File: src/rtl/serial_reg_bridge.sv
// Byte-level command decoder behind an SPI-style slave: 1-byte command + data byte into a
// register bank. Optional burst mode (auto-increment) enabled by SERIAL_REG_AUTOINC_EN.
module serial_reg_bridge #(
  parameter int unsigned NREG      = 16,
  parameter int unsigned TIMEOUT   = 1024,
  parameter logic [7:0]  IDLE_BYTE = 8'h5A
) (
  input  logic              clk,
  input  logic              res,
  input  logic [7:0]        rx_data,
  input  logic              rx_valid,
  output logic [7:0]        tx_data,
  output logic [NREG*8-1:0] reg_q,
  output logic              wr_strobe,
  output logic [6:0]        wr_addr,
  output logic              timeout
);

  localparam logic [7:0]  NRegB       = 8'(NREG);
  localparam logic [15:0] TimeoutLast = 16'(TIMEOUT - 1);

  typedef enum logic [1:0] {StCmd, StWdata, StRdata} state_e;

  state_e      state_q, state_d;
  logic        sync1_q, sync2_q, sync3_q;
  logic        evt_q, evt_d;
  logic [7:0]  byte_q, byte_d;
  logic [6:0]  addr_q, addr_d;
  logic [15:0] timer_q, timer_d;
  logic [7:0]  tx_data_q, tx_data_d;
  logic        wr_strobe_q, wr_strobe_d;
  logic [6:0]  wr_addr_q, wr_addr_d;
  logic        timeout_q, timeout_d;
  logic [7:0]  regs_q [NREG];
  logic [7:0]  regs_d [NREG];

  function automatic logic in_range(input logic [6:0] a);
    return {1'b0, a} < NRegB;
  endfunction

  // Full 7-bit compare: addresses at or above NREG read as zero, never alias.
  function automatic logic [7:0] rd_reg(input logic [6:0] a);
    logic [7:0] r;
    r = 8'h00;
    for (int unsigned i = 0; i < NREG; i++) begin
      if (a == 7'(i)) r = regs_q[i];
    end
    return r;
  endfunction

  always_comb begin
    evt_d  = sync2_q & ~sync3_q;
    byte_d = evt_d ? rx_data : byte_q;
  end

  always_comb begin
    state_d     = state_q;
    addr_d      = addr_q;
    timer_d     = timer_q;
    tx_data_d   = tx_data_q;
    wr_strobe_d = 1'b0;
    wr_addr_d   = wr_addr_q;
    timeout_d   = 1'b0;
    regs_d      = regs_q;

    if (evt_q) begin
      // A byte always beats a coincident timer expiry.
      timer_d = '0;
      unique case (state_q)
        StCmd: begin
          addr_d = byte_q[6:0];
          if (byte_q[7]) begin
            state_d   = StWdata;
            tx_data_d = IDLE_BYTE;
          end else begin
            state_d   = StRdata;
            tx_data_d = rd_reg(byte_q[6:0]);
          end
        end
        StWdata: begin
          if (in_range(addr_q)) begin
            for (int unsigned i = 0; i < NREG; i++) begin
              if (addr_q == 7'(i)) regs_d[i] = byte_q;
            end
            wr_strobe_d = 1'b1;
            wr_addr_d   = addr_q;
          end
          tx_data_d = IDLE_BYTE;
`ifdef SERIAL_REG_AUTOINC_EN
          addr_d = addr_q + 7'd1;
`else
          state_d = StCmd;
`endif
        end
        StRdata: begin
`ifdef SERIAL_REG_AUTOINC_EN
          addr_d    = addr_q + 7'd1;
          tx_data_d = rd_reg(addr_q + 7'd1);
`else
          state_d   = StCmd;
          tx_data_d = IDLE_BYTE;
`endif
        end
        default: begin
          state_d   = StCmd;
          tx_data_d = IDLE_BYTE;
        end
      endcase
    end else if (state_q != StCmd) begin
      if (timer_q == TimeoutLast) begin
        state_d   = StCmd;
        timer_d   = '0;
        tx_data_d = IDLE_BYTE;
        timeout_d = 1'b1;
      end else begin
        timer_d = timer_q + 16'd1;
      end
    end else begin
      timer_d = '0;
    end
  end

  always_ff @(posedge clk or posedge res) begin
    if (res) begin
      sync1_q     <= 1'b0;
      sync2_q     <= 1'b0;
      sync3_q     <= 1'b0;
      evt_q       <= 1'b0;
      byte_q      <= '0;
      state_q     <= StCmd;
      addr_q      <= '0;
      timer_q     <= '0;
      tx_data_q   <= IDLE_BYTE;
      wr_strobe_q <= 1'b0;
      wr_addr_q   <= '0;
      timeout_q   <= 1'b0;
      regs_q      <= '{default: '0};
    end else begin
      sync1_q     <= rx_valid;
      sync2_q     <= sync1_q;
      sync3_q     <= sync2_q;
      evt_q       <= evt_d;
      byte_q      <= byte_d;
      state_q     <= state_d;
      addr_q      <= addr_d;
      timer_q     <= timer_d;
      tx_data_q   <= tx_data_d;
      wr_strobe_q <= wr_strobe_d;
      wr_addr_q   <= wr_addr_d;
      timeout_q   <= timeout_d;
      regs_q      <= regs_d;
    end
  end

  for (genvar gi = 0; gi < NREG; gi++) begin : g_flat
    assign reg_q[8*gi +: 8] = regs_q[gi];
  end

  assign tx_data   = tx_data_q;
  assign wr_strobe = wr_strobe_q;
  assign wr_addr   = wr_addr_q;
  assign timeout   = timeout_q;

endmodule

File: config.mk
export PLATFORM = sky130hd
export DESIGN_NAME = serial_reg_bridge
export DESIGN_NICKNAME = d
export VERILOG_FILES = /design/src/rtl/serial_reg_bridge.sv
export SDC_FILE = /design/constraint.sdc
export NUM_CORES = 1
export LEC_CHECK = 0
export CORE_ASPECT_RATIO = 0.6
export CORE_MARGIN = 2
export CORE_UTILIZATION = 35
export CTS_CLUSTER_DIAMETER = 120
export DETAILED_ROUTE_END_ITERATION = 7
export GPL_TIMING_DRIVEN = 1
export SYNTH_ARGS = -nofsm -noshare
export SYNTH_HDL_FRONTEND = slang
export SYNTH_SLANG_ARGS = --single-unit
File: constraint.sdc
create_clock -name clk -period 9 [get_ports clk]
set_clock_uncertainty 0.2 [all_clocks]
set_input_delay 1.35 -clock clk [delete_from_list [all_inputs] [get_ports clk]]
set_output_delay 1.35 -clock clk [all_outputs]
set_load 0.01 [all_outputs]
==> metrics list, run 1 <==
- Number of DRC markers after the initial detailed-route iteration: 506
- The layout has 2,203 filler cells.
- TritonCTS built the clock tree.
* Number of violations of the max-capacitance limit: 0
* Pwr Density: 206 nW/um^2
* Switching power summed over all nets: 0.680 mW
* Number of nets with antenna violations after detailed routing: 0
- The clock net in this run drives a total of 182 sinks.
* Hold violation count in the final report: 0
- Sort of element at the end of the critical path: flip-flop
- Final Net Count: 858
- At the end of the flow the core is filled with cells to 0.454.
- After floorplanning, the core was sized to cover 24,200 um^2.
- Traced cell by cell, the critical path runs through nor3_2 -> nand2_1 -> a2111oi_0 -> o31a_1 -> a21oi_1.
- Count of boundary I/O pins: 156
- The first global-routing pass estimated 41,200 um of wire.
- The number of different library cells used by synthesis comes to 66.
- From synthesis to final layout, the design area changed by 27.7%.
* Cell accounting for the most synthesized area: sky130_fd_sc_hd__dfrtp_1
* Clk_lat worst skew: 0.44 ns
- Dividing the detail-routed via count by the number of cells gives 5.51.
- Pin count of the biggest net entering global routing: 71
- The max-slew violation count came to 0.
- Data arrival time of the worst path: 3.36 ns
- Resized Gates After CTS: 0
- The share of total power dissipated in the clock network is 0.338.
* Port buffer count: 155
- Final design instance area without fill: 11,000 um^2
- Class of the most critical setup path: reg2reg
- Static Leakage: 4.79 nW
* Number of buffers inserted for hold repair after clock tree synthesis: 0
- Post-Syn Area: 8600 um^2
- Clock-pin slew was measured on the worst setup and hold paths at 0.07 ns.
- The H-tree was split into 4 levels.
- Post-synthesis area per instance: 12.0 um^2
- Routed wire length: 27,700 um
* Synth async-reset ratio: 1.00
* GR peak layer: met1
* Register area: 4560 um^2
* Met2 track utilization from global routing: 0.278
* Area share of the largest cell type after synthesis: 0.518
* Horizontal die dimension: 206 um
* Unrepaired setup endpoints after global routing: false
- The share of total power dissipated in combinational logic is 0.200.
- Number of global-route vias before repair: 6,217
- When the netlist entered floorplanning its net count stood at 727.
- The critical path contains buffers and inverters numbering 0 combined.
- CTS max path bufs: 2
- Yosys mapped a number of flops with a built-in enable equal to 0.
- Summing all placed instances gives a cell area of 10,400 um^2.
- Counting every instance in the synthesized netlist gives 715.
* Worst min-delay path class: reg2reg
* Highest clock frequency the design can meet: 311 MHz
- The worst hold path begins at sync1_q.
- The share of the Yosys chip area taken by registers is 0.530.
* Run status: finished clean
- Top delay family on crit path: simple AND/OR/NAND/NOR gates
* GR Layer Usage met1: 0.350
- Highest net fanout along the worst path: 20
- Reg-to-reg startpoint: byte_q[5]
- Tracing the worst setup path back leads to its startpoint at byte_q[5].
* Post-CTS setup-driven buffer insertion count: 0
- Sw Share: 0.301
* Placed wire-length estimate: 19,100 um
- Root Driver: sky130_fd_sc_hd__clkbuf_16
* Remaining DRCs: 0
- Worst-margin pin slew: 1.14 ns
- Cell internal power was estimated by the tool at 1.58 mW.
- The initial antenna violation count came to 0.
- Aggregate global routing overflow: 0
- VDD sags by at most 0.000138 V.
* Final period utilization: 0.358
* Height of the chip: 125 um
* CP Launch Type: flip-flop
* Met3 track demand over resource in global routing: 0.0576
* Sum of negative setup slack: 0 ns
- For this block, the via count after detailed routing is 6,503.
- The number of antenna diodes in the final layout is 0.
- Of the total power, registers draw 0.462.
- Total GRT Usage: 0.217
- After synthesis the netlist holds a flip-flop and latch count of 182.
* Data required time at the worst endpoint: 9.14 ns
- Dividing the detail-routed wire length by the instance count gives 23.5 um.
* DIE AREA: 25,900 um^2
- Clock tree synthesis inserted a total of 17 buffers.
* Initial core utilization: 0.356
- Slew margin rel.: 0.232
- Gp weighted congestion: 0.837
- Leading cell types by total area after synthesis: sky130_fd_sc_hd__dfrtp_1 (52%), sky130_fd_sc_hd__mux2_2 (17%), sky130_fd_sc_hd__mux2i_1 (2.1%)
- Total power of the final layout: 2.26 mW
* Area of the multi-input gates: 3760 um^2
- Final critical-path required period: 3.22 ns
- CP max stage cell: sky130_fd_sc_hd__nor3_2
* Number of warnings issued by yosys: 0
- Cell Rows: 44
* Top flip-flop cell by instance count after synthesis: sky130_fd_sc_hd__dfrtp_1
- Total setup violations reported at the end of the flow: 0
- The first TritonRoute pass finished after 5 iterations.
- On the worst path, the slowest cell contributes a delay of 0.92 ns.
* Ratio of cells with drive above 1 in the final layout: 0.245
[cells by family (layout without fill, tap and decap cells)]
group / Yosys count / after routing / synth area share
DFF: 182 / 182 / 0.530
muxes: 164 / 164 / 0.224
adders and majority gates: 1 / 1 / 0.00145
xor gates and xnor gates: 14 / 14 / 0.0143
AOI/OAI and AO/OA: 103 / 103 / 0.0823
buffers and inverters: 64 / 207 / 0.0327
and+or+nand+nor: 187 / 187 / 0.115
[synth_stat cells, types with 3 or more instances]
master	count
sky130_fd_sc_hd__and2_1	4
sky130_fd_sc_hd__o221ai_1	5
sky130_fd_sc_hd__nor2_2	9
sky130_fd_sc_hd__o31a_1	3
sky130_fd_sc_hd__mux2_4	12
sky130_fd_sc_hd__a32oi_1	3
sky130_fd_sc_hd__xor2_1	9
sky130_fd_sc_hd__nand2_1	41
sky130_fd_sc_hd__nand2b_1	13
sky130_fd_sc_hd__a22oi_1	7
sky130_fd_sc_hd__buf_2	18
sky130_fd_sc_hd__o22ai_1	5
sky130_fd_sc_hd__nor2b_1	14
sky130_fd_sc_hd__nor3_1	9
sky130_fd_sc_hd__mux4_2	5
sky130_fd_sc_hd__nor4b_1	3
sky130_fd_sc_hd__clkbuf_1	28
sky130_fd_sc_hd__mux2i_1	18
sky130_fd_sc_hd__a211oi_1	7
sky130_fd_sc_hd__o21ai_0	26
sky130_fd_sc_hd__buf_1	3
sky130_fd_sc_hd__a2111oi_0	3
sky130_fd_sc_hd__dfstp_2	4
sky130_fd_sc_hd__a221oi_1	4
sky130_fd_sc_hd__a21oi_1	14
sky130_fd_sc_hd__nand3_1	18
sky130_fd_sc_hd__or3_1	4
sky130_fd_sc_hd__o211ai_1	4
sky130_fd_sc_hd__and3_1	4
sky130_fd_sc_hd__mux2_2	129
sky130_fd_sc_hd__dfrtp_1	178
sky130_fd_sc_hd__nand4_1	7
sky130_fd_sc_hd__nor2_1	44
sky130_fd_sc_hd__o21a_1	3
sky130_fd_sc_hd__xnor2_1	5
sky130_fd_sc_hd__inv_1	11
[state kept, by name, indices dropped and copies added, names as in the netlist]
| register | flops |
|---|---|
| timer_q | 16 |
| sync1_q | 1 |
| timeout | 1 |
| sync3_q | 1 |
| state_q | 2 |
| wr_strobe | 1 |
| wr_addr | 7 |
| evt_q | 1 |
| byte_q | 8 |
| addr_q | 7 |
| tx_data | 8 |
| sync2_q | 1 |
| reg_q | 128 |
[power groups by stage]
| stage | logic, mW | clock network (mW) | registers (mW) |
|---|---|---|---|
| after floorplan | 0.261 | 0 | 1.01 |
| after global placement | 0.444 | 0 | 1.06 |
| after detailed placement | 0.449 | 0 | 1.06 |
| after CTS | 0.451 | 0.768 | 1.04 |
| after global routing | 0.483 | 0.804 | 1.06 |
| final | 0.451 | 0.763 | 1.04 |
[cell usage in the layout, fill, tap and decap left out, types with 12 or more instances in the layout]
| cell | Yosys | layout |
|---|---|---|
| sky130_fd_sc_hd__a21oi_1 | 14 | 14 |
| sky130_fd_sc_hd__clkbuf_16 | 0 | 17 |
| sky130_fd_sc_hd__clkdlybuf4s50_1 | 0 | 155 |
| sky130_fd_sc_hd__dfrtp_1 | 178 | 176 |
| sky130_fd_sc_hd__mux2_2 | 129 | 129 |
| sky130_fd_sc_hd__mux2_4 | 12 | 12 |
| sky130_fd_sc_hd__mux2i_1 | 18 | 18 |
| sky130_fd_sc_hd__nand2_1 | 41 | 41 |
| sky130_fd_sc_hd__nand2b_1 | 13 | 13 |
| sky130_fd_sc_hd__nand3_1 | 18 | 18 |
| sky130_fd_sc_hd__nor2_1 | 44 | 44 |
| sky130_fd_sc_hd__nor2b_1 | 14 | 14 |
| sky130_fd_sc_hd__o21ai_0 | 26 | 26 |
[cell type report]
class,count,area share
clock inverters,7,0.00877
flip-flops and latches,182,0.415
clock buffers,24,0.0448
inverters,12,0.00456
repair buffers,164,0.147
well taps,322,0.0367
multi-input cells,469,0.343
[routing by layer]
| metal | vias up | wire length [um] |
|---|---|---|
| li1 | 2848 | - |
| met1 | 3353 | 13900 |
| met2 | 275 | 11000 |
| met3 | 27 | 2310 |
| met4 | 0 | 478 |
| met5 | - | 0 |
[per-stage QoR]
step | hold WS [ns] | setup slack (ns) | std cells
3_3_place_gp | 0.132 | 5.67 | 1149
5_1_grt | 0.166 | 5.63 | 1180
3_5_place_dp | 0.140 | 5.66 | 1149
4_1_cts | 0.155 | 5.89 | 1180
2_1_floorplan | 0.131 | 2.51 | 715
6_report | 0.152 | 5.78 | 1180
[path summary, 6_finish.rpt]
path | endpoint | slack, ns | cells after the start
worst max-delay path | tx_data[6] | 5.78 | 5
worst min-delay path | sync2_q | 0.15 | 0
worst max register to register | tx_data[6] | 5.78 | 5
worst min register to register | sync2_q | 0.15 | 0
max in group asynchronous | reg_q[120] | 6.20 | 3
min in group asynchronous | sync1_q | 1.09 | 2
Power figures use the tool's default switching activity.
==> run 2: changes to the inputs <==
clock period = 2.6 ns   (was 9 ns; I/O delays follow)
==> run 2 against run 1 <==
Effect of this change: final cell count grew 3.7%; first-iteration DRC count increased by 25%; flip-flop and latch count stayed put; die area stayed put; combinational power rose to 3.9 times the previous value; design area up 3.2%; hold slack lost 0.050 ns; critical path depth stayed put; maximum frequency grew 26%; core utilization grew 1.5 points; via count rose by 2.8%; sequential share of layout area down 1.3 points; critical endpoint is now tx_data[3].
==> metrics list, run 2 (same netlist as run 1, synthesis figures left out) <==
- At the end of the flow, the number of nets in the layout was 901.
* Slew margin rel.: 0.260
* Resized Gates After CTS: 0
- VDD sags by at most 0.000497 V.
* Cell Rows: 44
- CTS max path bufs: 2
* Number of DRC markers after the initial detailed-route iteration: 630
- In this run the number of H-tree levels came out at 4.
- In this run the worst hold path is classified as in2async.
- 156 I/O pins were placed.
- Final number of max-transition violations: 0
- Horizontal die dimension: 206 um
- Dividing the detail-routed via count by the number of cells gives 5.46.
* Inserted Diodes: 0
* Ratio of cells with drive above 1 in the final layout: 0.282
- Total GRT Usage: 0.224
* Number of buffers created by CTS: 17
- From synthesis to final layout, the design area changed by 31.8%.
- STA classifies the critical path endpoint as a flip-flop.
- Summing all non-filler instances in the final layout gives an area of 11,300 um^2.
* Number of nets with antenna violations after detailed routing: 0
- The critical path is of the reg2reg type.
- Number of global-route vias before repair: 6,424
* Worst-margin pin slew: 1.10 ns
- At the worst endpoint, the arrival time is 2.68 ns.
- Placed wire-length estimate: 20,700 um
* Clock tree sinks: 182
- Final standard cell utilization of the core: 0.469
- Remaining DRCs: 0
* Comb pwr share: 0.225
- Final period utilization: 0.982
* Highest net fanout along the worst path: 26
* Clock transition at the registers of the reported paths: 0.07 ns
* Pwr Density: 688 nW/um^2
- Sum of negative setup slack: 0 ns
- The die is 125 um tall.
- Root Driver: sky130_fd_sc_hd__clkbuf_16
- Total setup violations reported at the end of the flow: 0
- Internal power comes to 5.38 mW.
- Data required time at the worst endpoint: 2.72 ns
* WL per Instance: 23.1 um
- Hold violation count in the final report: 0
- After global routing the overflow that remains totals 0.
- Across the run, the number of max-cap violations was 0.
- CTS tree: yes
- Switching power summed over all nets: 2.42 mW
- Port buffering added 155 buffers.
- Highest clock frequency the design can meet: 392 MHz
* Global-route wire length before repair: 42,600 um
- Number of buffers inserted for hold repair after clock tree synthesis: 0
- Proportion of power drawn by flip-flops and latches: 0.456
- Entering global routing, the biggest net connects 50 pins.
- Most used cells in the layout excluding fill and tap cells: sky130_fd_sc_hd__dfrtp_1 (176), sky130_fd_sc_hd__clkdlybuf4s50_1 (155), sky130_fd_sc_hd__mux2_2 (129)
* Static Leakage: 4.99 nW
- Routability-driven placement finished with a final weighted congestion of 0.937.
- Setup repair after global routing left no endpoint under its margin.
* Standard cell core area: 24,200 um^2
- CP Launch Type: flip-flop
* Final critical-path required period: 2.55 ns
- The initial antenna violation count came to 0.
- Flip-flop count of the largest register, all copies and words added: 128
* Routed via count: 6,682
* Routed wire length: 28,300 um
- The run finished with clean final reports.
- Most frequent standard cell in the layout excluding fill and tap cells: sky130_fd_sc_hd__dfrtp_1
* Initial core utilization: 0.356
* Sw Share: 0.311
- DIE AREA: 25,900 um^2
- For this run, the detailed router's first-pass iteration total came to 5.
- Summing all placed instances gives a cell area of 10,800 um^2.
- Buffers added to address setup during post-CTS repair amount to 0.
- Clk_lat worst skew: 0.44 ns
- The share of total power dissipated in the clock network is 0.319.
==> run 2: cell types whose count changed in the layout (fill, tap and decap cells not counted), sizes merged <==
cell	change
clkinvlp	+4
buf	+43
clkbuf	-3
clkinv	+1
bufinv	-1
==> run 2: metal layers <==
layer / share of wire / up-vias / GRT usage
met5: 0 / - / 0
met4: 0.0077 / 0 / 0.0492
met3: 0.085 / 16 / 0.0514
met2: 0.40 / 303 / 0.288
met1: 0.51 / 3426 / 0.370
li1: - / 2937 / -
==> run 2: worst paths after layout <==
check	start	end	slack, ns	cells after the start
hold reg to reg	sync1_q	sync2_q	0.15	0
hold / removal	res	wr_addr[2]	0.10	2
setup / recovery	byte_q[1]	tx_data[3]	0.05	5
setup reg to reg	byte_q[1]	tx_data[3]	0.05	5
min in group clk	sync1_q	sync2_q	0.15	0
max in group asynchronous	res	tx_data[4]	1.45	3
==> run 2: layout make-up <==
class	instances	area [um^2]
Fill cell	2168	12800
Sequential cell	182	4560
Multi-Input combinational cell	469	3760
Timing Repair Buffer	207	2000
Clock buffer	21	450
Tap cell	322	403
Clock inverter	11	103
Inverter	12	48.8
==> run 2: worst max-delay path: stages, from the launching register on <==
cell	delay [ns]
sky130_fd_sc_hd__dfrtp_2	0.49
sky130_fd_sc_hd__buf_4	0.33
sky130_fd_sc_hd__inv_1	0.09
sky130_fd_sc_hd__buf_4	0.20
sky130_fd_sc_hd__o311ai_0	0.94
sky130_fd_sc_hd__a221oi_1	0.18
==> run 2: stage by stage <==
step | setup WS [ns] | instances | total power [mW] | hold WS, ns
detailed placement | 0.245 | 1192 | 5.33 | 0.137
finish | 0.0477 | 1224 | 7.80 | 0.102
floorplan | -0.323 | 715 | 4.40 | 0.131
CTS | 0.207 | 1224 | 7.84 | 0.103
global route | 0.0226 | 1224 | 8.13 | 0.120
global placement | 0.253 | 1192 | 5.32 | 0.136
==> run 2: power groups by stage <==
stage | Clock [mW] | Sequential, mW | Combinational (mW)
global route | 2.65 | 3.60 | 1.88
floorplan | 0 | 3.50 | 0.903
finish | 2.49 | 3.55 | 1.75
detailed placement | 0 | 3.59 | 1.74
global placement | 0 | 3.60 | 1.73
CTS | 2.55 | 3.55 | 1.75
